File: src/rtl/uart_pkg.sv
// Shared UART definitions: receive FSM state type, data width and the
// baud-divider counter width helper (also meant for uart_tx).
package uart_pkg;

    localparam int UART_DATA_BITS = 8;

    typedef enum logic [2:0] {
        ST_IDLE  = 3'd0,
        ST_START = 3'd1,
        ST_DATA  = 3'd2,
        ST_STOP  = 3'd3,
        ST_BREAK = 3'd4
    } uart_rx_state_t;

    // Width of a counter that spans one full bit period of 2*clk_div cycles.
    function automatic int uart_div_width(input int clk_div);
        return $clog2(2 * clk_div);
    endfunction

endpackage

File: src/rtl/uart_rx_if.sv
// Byte output port of uart_rx: valid/ready handshake plus error pulses.
interface uart_rx_if;
    import uart_pkg::*;

    logic                      rvalid;
    logic                      rready;
    logic [UART_DATA_BITS-1:0] rdata;
    logic                      frame_err;
    logic                      overflow;

    modport master (
        output rvalid,
        output rdata,
        output frame_err,
        output overflow,
        input  rready
    );

    modport slave (
        input  rvalid,
        input  rdata,
        input  frame_err,
        input  overflow,
        output rready
    );

endinterface

File: src/rtl/uart_rx_fifo.sv
// First-word-fall-through byte FIFO of 2^FIFO_ASIZE entries for uart_rx.
// Only instantiated when UART_RX_FIFO_EN is defined.
module uart_rx_fifo
    import uart_pkg::*;
#(
    parameter int FIFO_ASIZE = 4
) (
    input  logic                      clk,
    input  logic                      rst,
    input  logic                      push,
    input  logic [UART_DATA_BITS-1:0] din,
    input  logic                      pop,
    output logic [UART_DATA_BITS-1:0] dout,
    output logic                      empty,
    output logic                      full
);
    localparam int DEPTH = 1 << FIFO_ASIZE;
    localparam logic [FIFO_ASIZE:0]   DEPTH_C = {1'b1, {FIFO_ASIZE{1'b0}}};
    localparam logic [FIFO_ASIZE:0]   CNT_ONE = (FIFO_ASIZE + 1)'(1);
    localparam logic [FIFO_ASIZE-1:0] PTR_ONE = FIFO_ASIZE'(1);

    logic [UART_DATA_BITS-1:0] mem_r [DEPTH];
    logic [FIFO_ASIZE-1:0]     wr_ptr_r;
    logic [FIFO_ASIZE-1:0]     rd_ptr_r;
    logic [FIFO_ASIZE:0]       count_r;
    logic                      wr_en_s;
    logic                      rd_en_s;

    assign full    = (count_r == DEPTH_C);
    assign empty   = (count_r == '0);
    // A push into a full FIFO is still taken when the head leaves on the same edge.
    assign wr_en_s = push & (~full | pop);
    assign rd_en_s = pop & ~empty;
    assign dout    = mem_r[rd_ptr_r];

    // Storage array, kept reset-free so it maps onto RAM.
    always_ff @(posedge clk) begin
        if (wr_en_s) begin
            mem_r[wr_ptr_r] <= din;
        end
    end

    // Pointer and occupancy bookkeeping.
    always_ff @(posedge clk) begin
        if (rst) begin
            wr_ptr_r <= '0;
            rd_ptr_r <= '0;
            count_r  <= '0;
        end else begin
            if (wr_en_s) begin
                wr_ptr_r <= wr_ptr_r + PTR_ONE;
            end
            if (rd_en_s) begin
                rd_ptr_r <= rd_ptr_r + PTR_ONE;
            end
            case ({wr_en_s, rd_en_s})
                2'b10:   count_r <= count_r + CNT_ONE;
                2'b01:   count_r <= count_r - CNT_ONE;
                default: count_r <= count_r;
            endcase
        end
    end

endmodule

File: src/rtl/uart_rx.sv
// 8N1 UART receiver with a valid/ready byte output.
// Define UART_RX_FIFO_EN for a 2^FIFO_ASIZE-entry FIFO; otherwise a
// single holding register buffers the received byte.
module uart_rx
    import uart_pkg::*;
#(
    parameter int UART_CLK_DIV = 434,
    parameter int FIFO_ASIZE   = 4
) (
    input  logic      clk,
    input  logic      rst,
    input  logic      i_uart_rx,
    uart_rx_if.master rx
);
    localparam int               CNT_W     = uart_div_width(UART_CLK_DIV);
    localparam logic [CNT_W-1:0] HALF_LOAD = CNT_W'(UART_CLK_DIV - 1);
    localparam logic [CNT_W-1:0] BIT_LOAD  = CNT_W'(2 * UART_CLK_DIV - 1);
    localparam logic [CNT_W-1:0] CNT_ONE   = CNT_W'(1);
    localparam logic [2:0]       LAST_BIT  = 3'(UART_DATA_BITS - 1);

    logic                      sync1_r;
    logic                      rxs_r;
    uart_rx_state_t            state_r;
    logic [CNT_W-1:0]          cnt_r;
    logic [2:0]                bit_idx_r;
    logic [UART_DATA_BITS-1:0] shift_r;
    logic [UART_DATA_BITS-1:0] push_data_r;
    logic                      push_r;
    logic                      frame_err_r;
    logic                      overflow_r;
    logic                      buf_valid_s;
    logic                      buf_full_s;
    logic [UART_DATA_BITS-1:0] buf_data_s;
    logic                      pop_s;

    // Two-flop synchronizer; resetting to the idle-high level avoids a false start bit.
    always_ff @(posedge clk) begin
        if (rst) begin
            sync1_r <= 1'b1;
            rxs_r   <= 1'b1;
        end else begin
            sync1_r <= i_uart_rx;
            rxs_r   <= sync1_r;
        end
    end

    // Bit-level FSM: mid-bit sampling, LSB-first shift, stop check and push request.
    always_ff @(posedge clk) begin
        if (rst) begin
            state_r     <= ST_BREAK;
            cnt_r       <= '0;
            bit_idx_r   <= 3'd0;
            shift_r     <= '0;
            push_data_r <= '0;
            push_r      <= 1'b0;
            frame_err_r <= 1'b0;
        end else begin
            push_r      <= 1'b0;
            frame_err_r <= 1'b0;
            case (state_r)
                ST_BREAK: begin
                    // Wait for the line to go idle so a held-low line is never decoded.
                    if (rxs_r) begin
                        state_r <= ST_IDLE;
                    end
                end
                ST_IDLE: begin
                    if (!rxs_r) begin
                        cnt_r   <= HALF_LOAD;
                        state_r <= ST_START;
                    end
                end
                ST_START: begin
                    if (cnt_r == '0) begin
                        if (rxs_r) begin
                            state_r <= ST_IDLE;
                        end else begin
                            cnt_r     <= BIT_LOAD;
                            bit_idx_r <= 3'd0;
                            state_r   <= ST_DATA;
                        end
                    end else begin
                        cnt_r <= cnt_r - CNT_ONE;
                    end
                end
                ST_DATA: begin
                    if (cnt_r == '0) begin
                        shift_r <= {rxs_r, shift_r[UART_DATA_BITS-1:1]};
                        cnt_r   <= BIT_LOAD;
                        if (bit_idx_r == LAST_BIT) begin
                            state_r <= ST_STOP;
                        end else begin
                            bit_idx_r <= bit_idx_r + 3'd1;
                        end
                    end else begin
                        cnt_r <= cnt_r - CNT_ONE;
                    end
                end
                ST_STOP: begin
                    if (cnt_r == '0) begin
                        if (rxs_r) begin
                            push_r      <= 1'b1;
                            push_data_r <= shift_r;
                            state_r     <= ST_IDLE;
                        end else begin
                            frame_err_r <= 1'b1;
                            state_r     <= ST_BREAK;
                        end
                    end else begin
                        cnt_r <= cnt_r - CNT_ONE;
                    end
                end
                default: begin
                    state_r <= ST_BREAK;
                end
            endcase
        end
    end

    assign pop_s = buf_valid_s & rx.rready;

`ifdef UART_RX_FIFO_EN
    logic buf_empty_s;

    uart_rx_fifo #(
        .FIFO_ASIZE (FIFO_ASIZE)
    ) u_fifo (
        .clk   (clk),
        .rst   (rst),
        .push  (push_r),
        .din   (push_data_r),
        .pop   (pop_s),
        .dout  (buf_data_s),
        .empty (buf_empty_s),
        .full  (buf_full_s)
    );

    assign buf_valid_s = ~buf_empty_s;
`else
    logic                      hold_valid_r;
    logic [UART_DATA_BITS-1:0] hold_data_r;

    // Single-entry buffer; a push lands when empty or when the current byte pops on this edge.
    always_ff @(posedge clk) begin
        if (rst) begin
            hold_valid_r <= 1'b0;
            hold_data_r  <= '0;
        end else if (push_r && (!hold_valid_r || pop_s)) begin
            hold_valid_r <= 1'b1;
            hold_data_r  <= push_data_r;
        end else if (pop_s) begin
            hold_valid_r <= 1'b0;
        end else begin
            hold_valid_r <= hold_valid_r;
        end
    end

    assign buf_valid_s = hold_valid_r;
    assign buf_full_s  = hold_valid_r;
    assign buf_data_s  = hold_data_r;
`endif

    // Flag a good byte dropped because the buffer was full with no pop to make room.
    always_ff @(posedge clk) begin
        if (rst) begin
            overflow_r <= 1'b0;
        end else begin
            overflow_r <= push_r & buf_full_s & ~pop_s;
        end
    end

    assign rx.rvalid    = buf_valid_s;
    assign rx.rdata     = buf_valid_s ? buf_data_s : '0;
    assign rx.frame_err = frame_err_r;
    assign rx.overflow  = overflow_r;

endmodule

File: src/flat_wrapper.sv
// flat-port wrapper written by rule: the top's interface ports become plain ports
module uart_rx_flat import uart_pkg::*;
#(
    parameter int UART_CLK_DIV = 434,
    parameter int FIFO_ASIZE   = 4
)
  (clk, rst, i_uart_rx, rx_rvalid, rx_rdata, rx_frame_err, rx_overflow, rx_rready);
  uart_rx_if rx_i ();
  input  logic clk;
  input  logic rst;
  input  logic i_uart_rx;
  output wire logic [$bits(rx_i.rvalid)-1:0] rx_rvalid;
  output wire logic [$bits(rx_i.rdata)-1:0] rx_rdata;
  output wire logic [$bits(rx_i.frame_err)-1:0] rx_frame_err;
  output wire logic [$bits(rx_i.overflow)-1:0] rx_overflow;
  input wire logic [$bits(rx_i.rready)-1:0] rx_rready;
  assign rx_rvalid = rx_i.rvalid;
  assign rx_rdata = rx_i.rdata;
  assign rx_frame_err = rx_i.frame_err;
  assign rx_overflow = rx_i.overflow;
  assign rx_i.rready = rx_rready;
  uart_rx #(.UART_CLK_DIV(UART_CLK_DIV), .FIFO_ASIZE(FIFO_ASIZE)) u_core (.clk(clk), .rst(rst), .i_uart_rx(i_uart_rx), .rx(rx_i));
endmodule
File: config.mk
export PLATFORM = sky130hd
export DESIGN_NAME = uart_rx_flat
export DESIGN_NICKNAME = d
export VERILOG_FILES = /design/src/rtl/uart_pkg.sv /design/src/rtl/uart_rx_if.sv /design/src/rtl/uart_rx_fifo.sv /design/src/rtl/uart_rx.sv /design/src/flat_wrapper.sv
export SDC_FILE = /design/constraint.sdc
export NUM_CORES = 1
export LEC_CHECK = 0
export BUFFER_PORTS_ARGS = -buffer_cell sky130_fd_sc_hd__buf_2
export CAP_MARGIN = 20
export CORE_MARGIN = 4
export CORE_UTILIZATION = 59
export CTS_CLUSTER_SIZE = 10
export DETAILED_ROUTE_END_ITERATION = 12
export GPL_ROUTABILITY_DRIVEN = 0
export PLACE_DENSITY = 0.85
export SLEW_MARGIN = 40
export SYNTH_ARGS = -nofsm -noshare
export SYNTH_HDL_FRONTEND = slang
export SYNTH_HIERARCHICAL = 1
export SYNTH_SLANG_ARGS = --single-unit
export TNS_END_PERCENT = 1
File: constraint.sdc
create_clock -name clk -period 2.6 [get_ports clk]
set_clock_uncertainty 0.05 [all_clocks]
set_input_delay 0.26 -clock clk [delete_from_list [all_inputs] [get_ports clk]]
set_output_delay 0.26 -clock clk [all_outputs]
set_load 0.01 [all_outputs]
== Word level (Yosys, flattened, before mapping) ==
Cells that the tools add are included.

* Register bits: 46
* Memory bits (writable): 0
* Output and inout bits: 11
* Bits in latches: 0
* Word-level logic and storage cells: 74
* ROM bits: 0
* Memories kept: 0
* Input bits: 4

* Muxes and demuxes: 25
* Eq/ne operators: 15
* Shifts and indexed selects: 0
* Divide/modulo/power cells: 0
* Reduce and logical (&&, ||, !) cells: 14
* $lt $le $gt $ge: 0
* Multipliers: 0
* Bitwise logic cells: 6
* $add $sub $neg: 2

{| class="wikitable"
|+ Operators by type and width
! operator !! number
|-
| 10-bit two-way mux || 5
|-
| 10-bit one-hot mux with 4 select lines || 1
|-
| 3-bit two-way mux || 11
|-
| 3-bit one-hot mux with 5 select lines || 1
|-
| 10-bit logical NOT || 1
|-
| 2-bit by 1-bit inequality test with 1-bit output (second input constant) || 5
|-
| 10-bit by 1-bit subtractor with 10-bit output (second input constant) || 1
|-
| 8-bit two-way mux || 1
|-
| 2-bit inequality test (second input constant) || 4
|-
| 3-bit by 2-bit equality test with 1-bit output (second input constant) || 2
|-
| 3-bit equality test (second input constant) || 2
|-
| 3-bit one-hot mux with 2 select lines || 1
|-
| 6-bit AND reduction || 1
|-
| 5-bit AND reduction || 1
|-
| 1-bit two-way mux || 4
|-
| 4-bit AND reduction || 1
|-
| 2-bit nonzero test || 2
|-
| 4-bit nonzero test || 1
|-
| 3-bit by 1-bit adder with 3-bit output (second input constant) || 1
|-
| 1-bit AND || 3
|-
| 3-bit by 1-bit equality test with 1-bit output (second input constant) || 1
|-
| 3-bit logical NOT || 1
|-
| 3-bit inequality test (second input constant) || 1
|-
| 1-bit inverter || 3
|-
| other kinds (7) || 7
|}

== Logic depth before layout (Yosys ltp) ==
* Word-level depth: 4
* Depth in mapped cells: 8
* Gate-level depth less buffers: 6

== Least setup slack after synthesis ==
OpenSTA, ideal clock, no wires.

* Path kind: register to register
* From: register u_core.cnt_r[0]
* To: register u_core.push_data_r[7]
* Data required time: 2422 ps
* Setup slack: 509 ps
* Library setup time: 128 ps
* Period minus slack after synthesis: 2091 ps
* Arrival: 1913 ps
* Stages on the path, launching flop included: 8
* Path buffers: 1
* Cells stage by stage: dfxtp_1 inv_1 ha_1 or4b_1 buf_2 nor4_4 mux2i_1 nor2_1

* Word-level cells in the longest chain between the ends: 2

{| class="wikitable"
|+ Ends and longest elaborated chain
! what !! RTL line !! source
|-
| start, declared || uart_rx.sv:24 || <nowiki>logic [CNT_W-1:0] cnt_r;</nowiki>
|-
| start signal, assigned || uart_rx.sv:83 || <nowiki>cnt_r <= cnt_r - CNT_ONE;</nowiki>
|-
| start signal, assigned || uart_rx.sv:96 || <nowiki>cnt_r <= cnt_r - CNT_ONE;</nowiki>
|-
| start signal, assigned || uart_rx.sv:110 || <nowiki>cnt_r <= cnt_r - CNT_ONE;</nowiki>
|-
| 10-bit logical NOT || uart_rx.sv:100 || <nowiki>if (cnt_r == '0) begin</nowiki>
|-
| 3-bit AND reduction (no line) || -- ||
|-
| end signal, assigned || uart_rx.sv:103 || <nowiki>push_data_r <= shift_r;</nowiki>
|-
| end, declared || uart_rx.sv:27 || <nowiki>logic [UART_DATA_BITS-1:0] push_data_r;</nowiki>
|}

No other way between the ends.
A chain may end at the register's enable or synchronous reset.

== Worst setup path after layout ==
* From: register u_core.cnt_r[0]
* To: register u_core.cnt_r[7]

* Word-level cells in the longest chain between the ends: 3
* Elaborated cells on any way between the ends: 9
* Those cells by class: 1 x add/sub; 2 x eq/ne; 4 x mux; 2 x reduce/logical

{| class="wikitable"
|+ Ends and longest elaborated chain
! what !! RTL line
|-
| 10-bit by 1-bit subtractor with 10-bit output / 10-bit logical NOT (equally long branches) || --
|-
| 10-bit two-way mux (tied with other cells) || uart_rx.sv:100
|-
| 10-bit one-hot mux with 4 select lines / 4-bit AND reduction (equally long branches) || --
|}

Several ways; a longest one is shown, not always the timed one. The select of a mux whose other input is x is not followed.

==> impl_metrics.yaml <==
clocking:
  clkLatencyLatePin_ns: 0.30
  h-tree-depth: 2
  cts_hold_buffers: 0
  cts_made_buffers: 5
  postCtsSetupRepairBufs: 0
  cts_tree: "yes"
  clk_pin_slew_worst_paths_ns: 0.09
  ctsRootBufferMaster: "clkbuf_8"
  clock_path_buffers: 2
  cts_resized: 0
  cts.sinks: 46
floorplan:
  die_y_um: 70.0
  die_width_um: 70.0
  ios: 15
  core-area_sq_um: 3690
  die_area_sq_um: 4900
  start_util_pct: 61.5
  fp-row-count: 22
logic_synthesis:
  synth_edf_count: 0
  synth_ff_type: "dfxtp_1"
  ys_warn_count: 6
  syn_avg_cell_area_sq_um: 8.73
  ys_ff_latch: 46
  synth_area_sq_um: 2270
  ys_types: 45
  syn-instance-count: 260
  yosysSeqAreaShare_pct: 40.6
  synth_fp_nets: 268
  async_reset_ff_share_pct: 0
cells_and_area:
  layout_commonest_cell: "dfxtp_1"
  design_area_sq_um: 2520
  layout_common_cells: "dfxtp_1 (46), nor2_1 (35), mux2i_1 (26), buf_2 (14)"
  final_cells: 322
  fillers: 293
  diodes: 0
  layout-drive-gt1-share_pct: 15.3
  area_growth_syn_to_layout_pct: 10.9
  nNetsFinal: 281
power:
  intPower_mw: 1.09
  p_sw_share_pct: 27.4
  ir_drop_v: 0.000372
  power_frac_clock_pct: 35.3
  sequentialPowerShare_pct: 49.1
  power_density_nw_per_um2: 596
  power_frac_comb_pct: 15.6
  switching_power_uw: 411
  p_leak_nw: 1.01
critical_path:
  cp_cell_sequence: "inv_1 > ha_1 > or4b_1 > o41ai_2 > o221ai_1 > a211oi_1"
  cp.required_ns: 2.78
  worstSetupPathType: "reg2reg"
  cp-start-kind: "flop"
  path_max_fanout: 6
  worst-path-buf-inv: 1
  crit_family: "compound AO/OA/AOI/OAI gates"
  critPathCaptureType: "flop"
  cpMaxStageDelayCell: "or4b_1"
  critPathMaxStageDelay_ns: 0.57
  cp.arrival_ns: 2.49
timing:
  finalSetupTns_ns: 0
  slew-limit-headroom_pct: 54.1
  worstMarginPinSlew_ns: 0.684
  rsz0062_at_grt: "no"
  setup_violations: 0
  finalHoldViolCount: 0
  fin_crit_sh_pct: 88.8
  hold_slack_ns: 0.0888
  slew_viol_final: 0
  min_period_ns: 2.31
  fmax_mhz: 433
routing:
  num_vias: 1941
  wl_per_cell_um: 15.4
  antenna_left: 0
  vias_per_cell: 6.03
  drt_wl_total_um: 4960
  drcViolationCount: 0
  drt-initial-drc-count: 215
  dr.pass1.iters: 5
placement:
  dpl-instance-area_sq_um: 2410
  place_inst: 314
  hpwlAfterDp_um: 3400
  place.port_buffers: 14
grt:
  grt_pass1_wl_um: 8400
  antenna_found_initial: 0
  track_usage_pct: 21.0
  grt_max_degree: 27
  grt.overflow.total: 0
  grt_pass1_vias: 1790
run:
  maxCapViolations: 0
hold_path:
  hp-class: "in2reg"
outcome:
  status: "finished, final reports clean"
## Yosys cell counts (all sizes together), types with 7 or more instances
library cell	n	share of area [%]
or2	7	1.9
nor4	8	2.9
and2	8	2.2
clkbuf	14	2.3
nand3	7	1.5
o21ai	12	2.6
nor2	35	5.8
mux2i	26	11
dfxtp	46	41
a21oi	11	2.4
nand4	7	1.9
inv	11	1.8
## routing by layer
layer / track usage [%] / share of wire, % / vias up
met2: 33.4 / 46 / 67
met5: 0 / 0 / -
li1: - / - / 974
met3: 5.32 / 6.6 / 6
met1: 28.3 / 47 / 894
met4: 5.96 / 0.85 / 0
## registers in the layout, summed over array words and instances, names as in the netlist, 3 cells and up
signal / cells
u_core/cnt_r: 10
u_core/buf_data_s: 8
u_core/push_data_r: 8
u_core/shift_r: 8
u_core/bit_idx_r: 3
u_core/state_r: 3
## metrics by stage
| step | utilization, % | power [mW] | worst slack, ns |
|---|---|---|---|
| CTS | 68.2 | 1.50 | 0.320 |
| global placement | 65.2 | 0.976 | 0.428 |
| detailed placement | 65.2 | 0.981 | 0.338 |
| floorplan | - | 0.910 | 0.509 |
| finish | 68.2 | 1.50 | 0.290 |
| global route | 68.2 | 1.57 | 0.144 |
## cells by family (layout without fill, tap and decap cells)
logic type	Yosys count	count (layout)	synth area share (%)
AND/OR/NAND/NOR	106	106	26.3
AO/OA/AOI/OAI	47	47	13.9
flip-flops	46	46	40.6
buffers and inverters	30	44	5.18
multiplexers	26	26	11.5
adder cells (fa/ha/maj)	4	4	2.21
XOR/XNOR	1	1	0.386
## layout make-up
cell class              instances  area (sq um)  area share [%]
clock buffers                   6          72.6            2.88
clock inverters                 2          37.5            1.49
flip-flops and latches         46           921            36.6
multi-input cells             184          1230            48.9
inverters                      11          41.3            1.64
well taps                      48          60.1            2.39
repair buffers                 25           153            6.07
## final timing paths
check | slack (ns) | startpoint | end | cells past startpoint
min | 0.09 | i_uart_rx | u_core/sync1_r | 2
max | 0.29 | u_core/cnt_r[0] | u_core/cnt_r[7] | 6
max reg2reg | 0.29 | u_core/cnt_r[0] | u_core/cnt_r[7] | 6
min reg2reg | 0.37 | u_core/sync1_r | u_core/rxs_r | 1
## power by group through the flow
| stage | Combinational [mW] | Sequential (mW) | Clock [mW] |
|---|---|---|---|
| floorplan | 0.167 | 0.744 | 0 |
| global placement | 0.224 | 0.752 | 0 |
| detailed placement | 0.228 | 0.753 | 0 |
| CTS | 0.229 | 0.736 | 0.536 |
| global route | 0.256 | 0.741 | 0.574 |
| finish | 0.234 | 0.737 | 0.530 |
(Power assumes the default switching activity.)
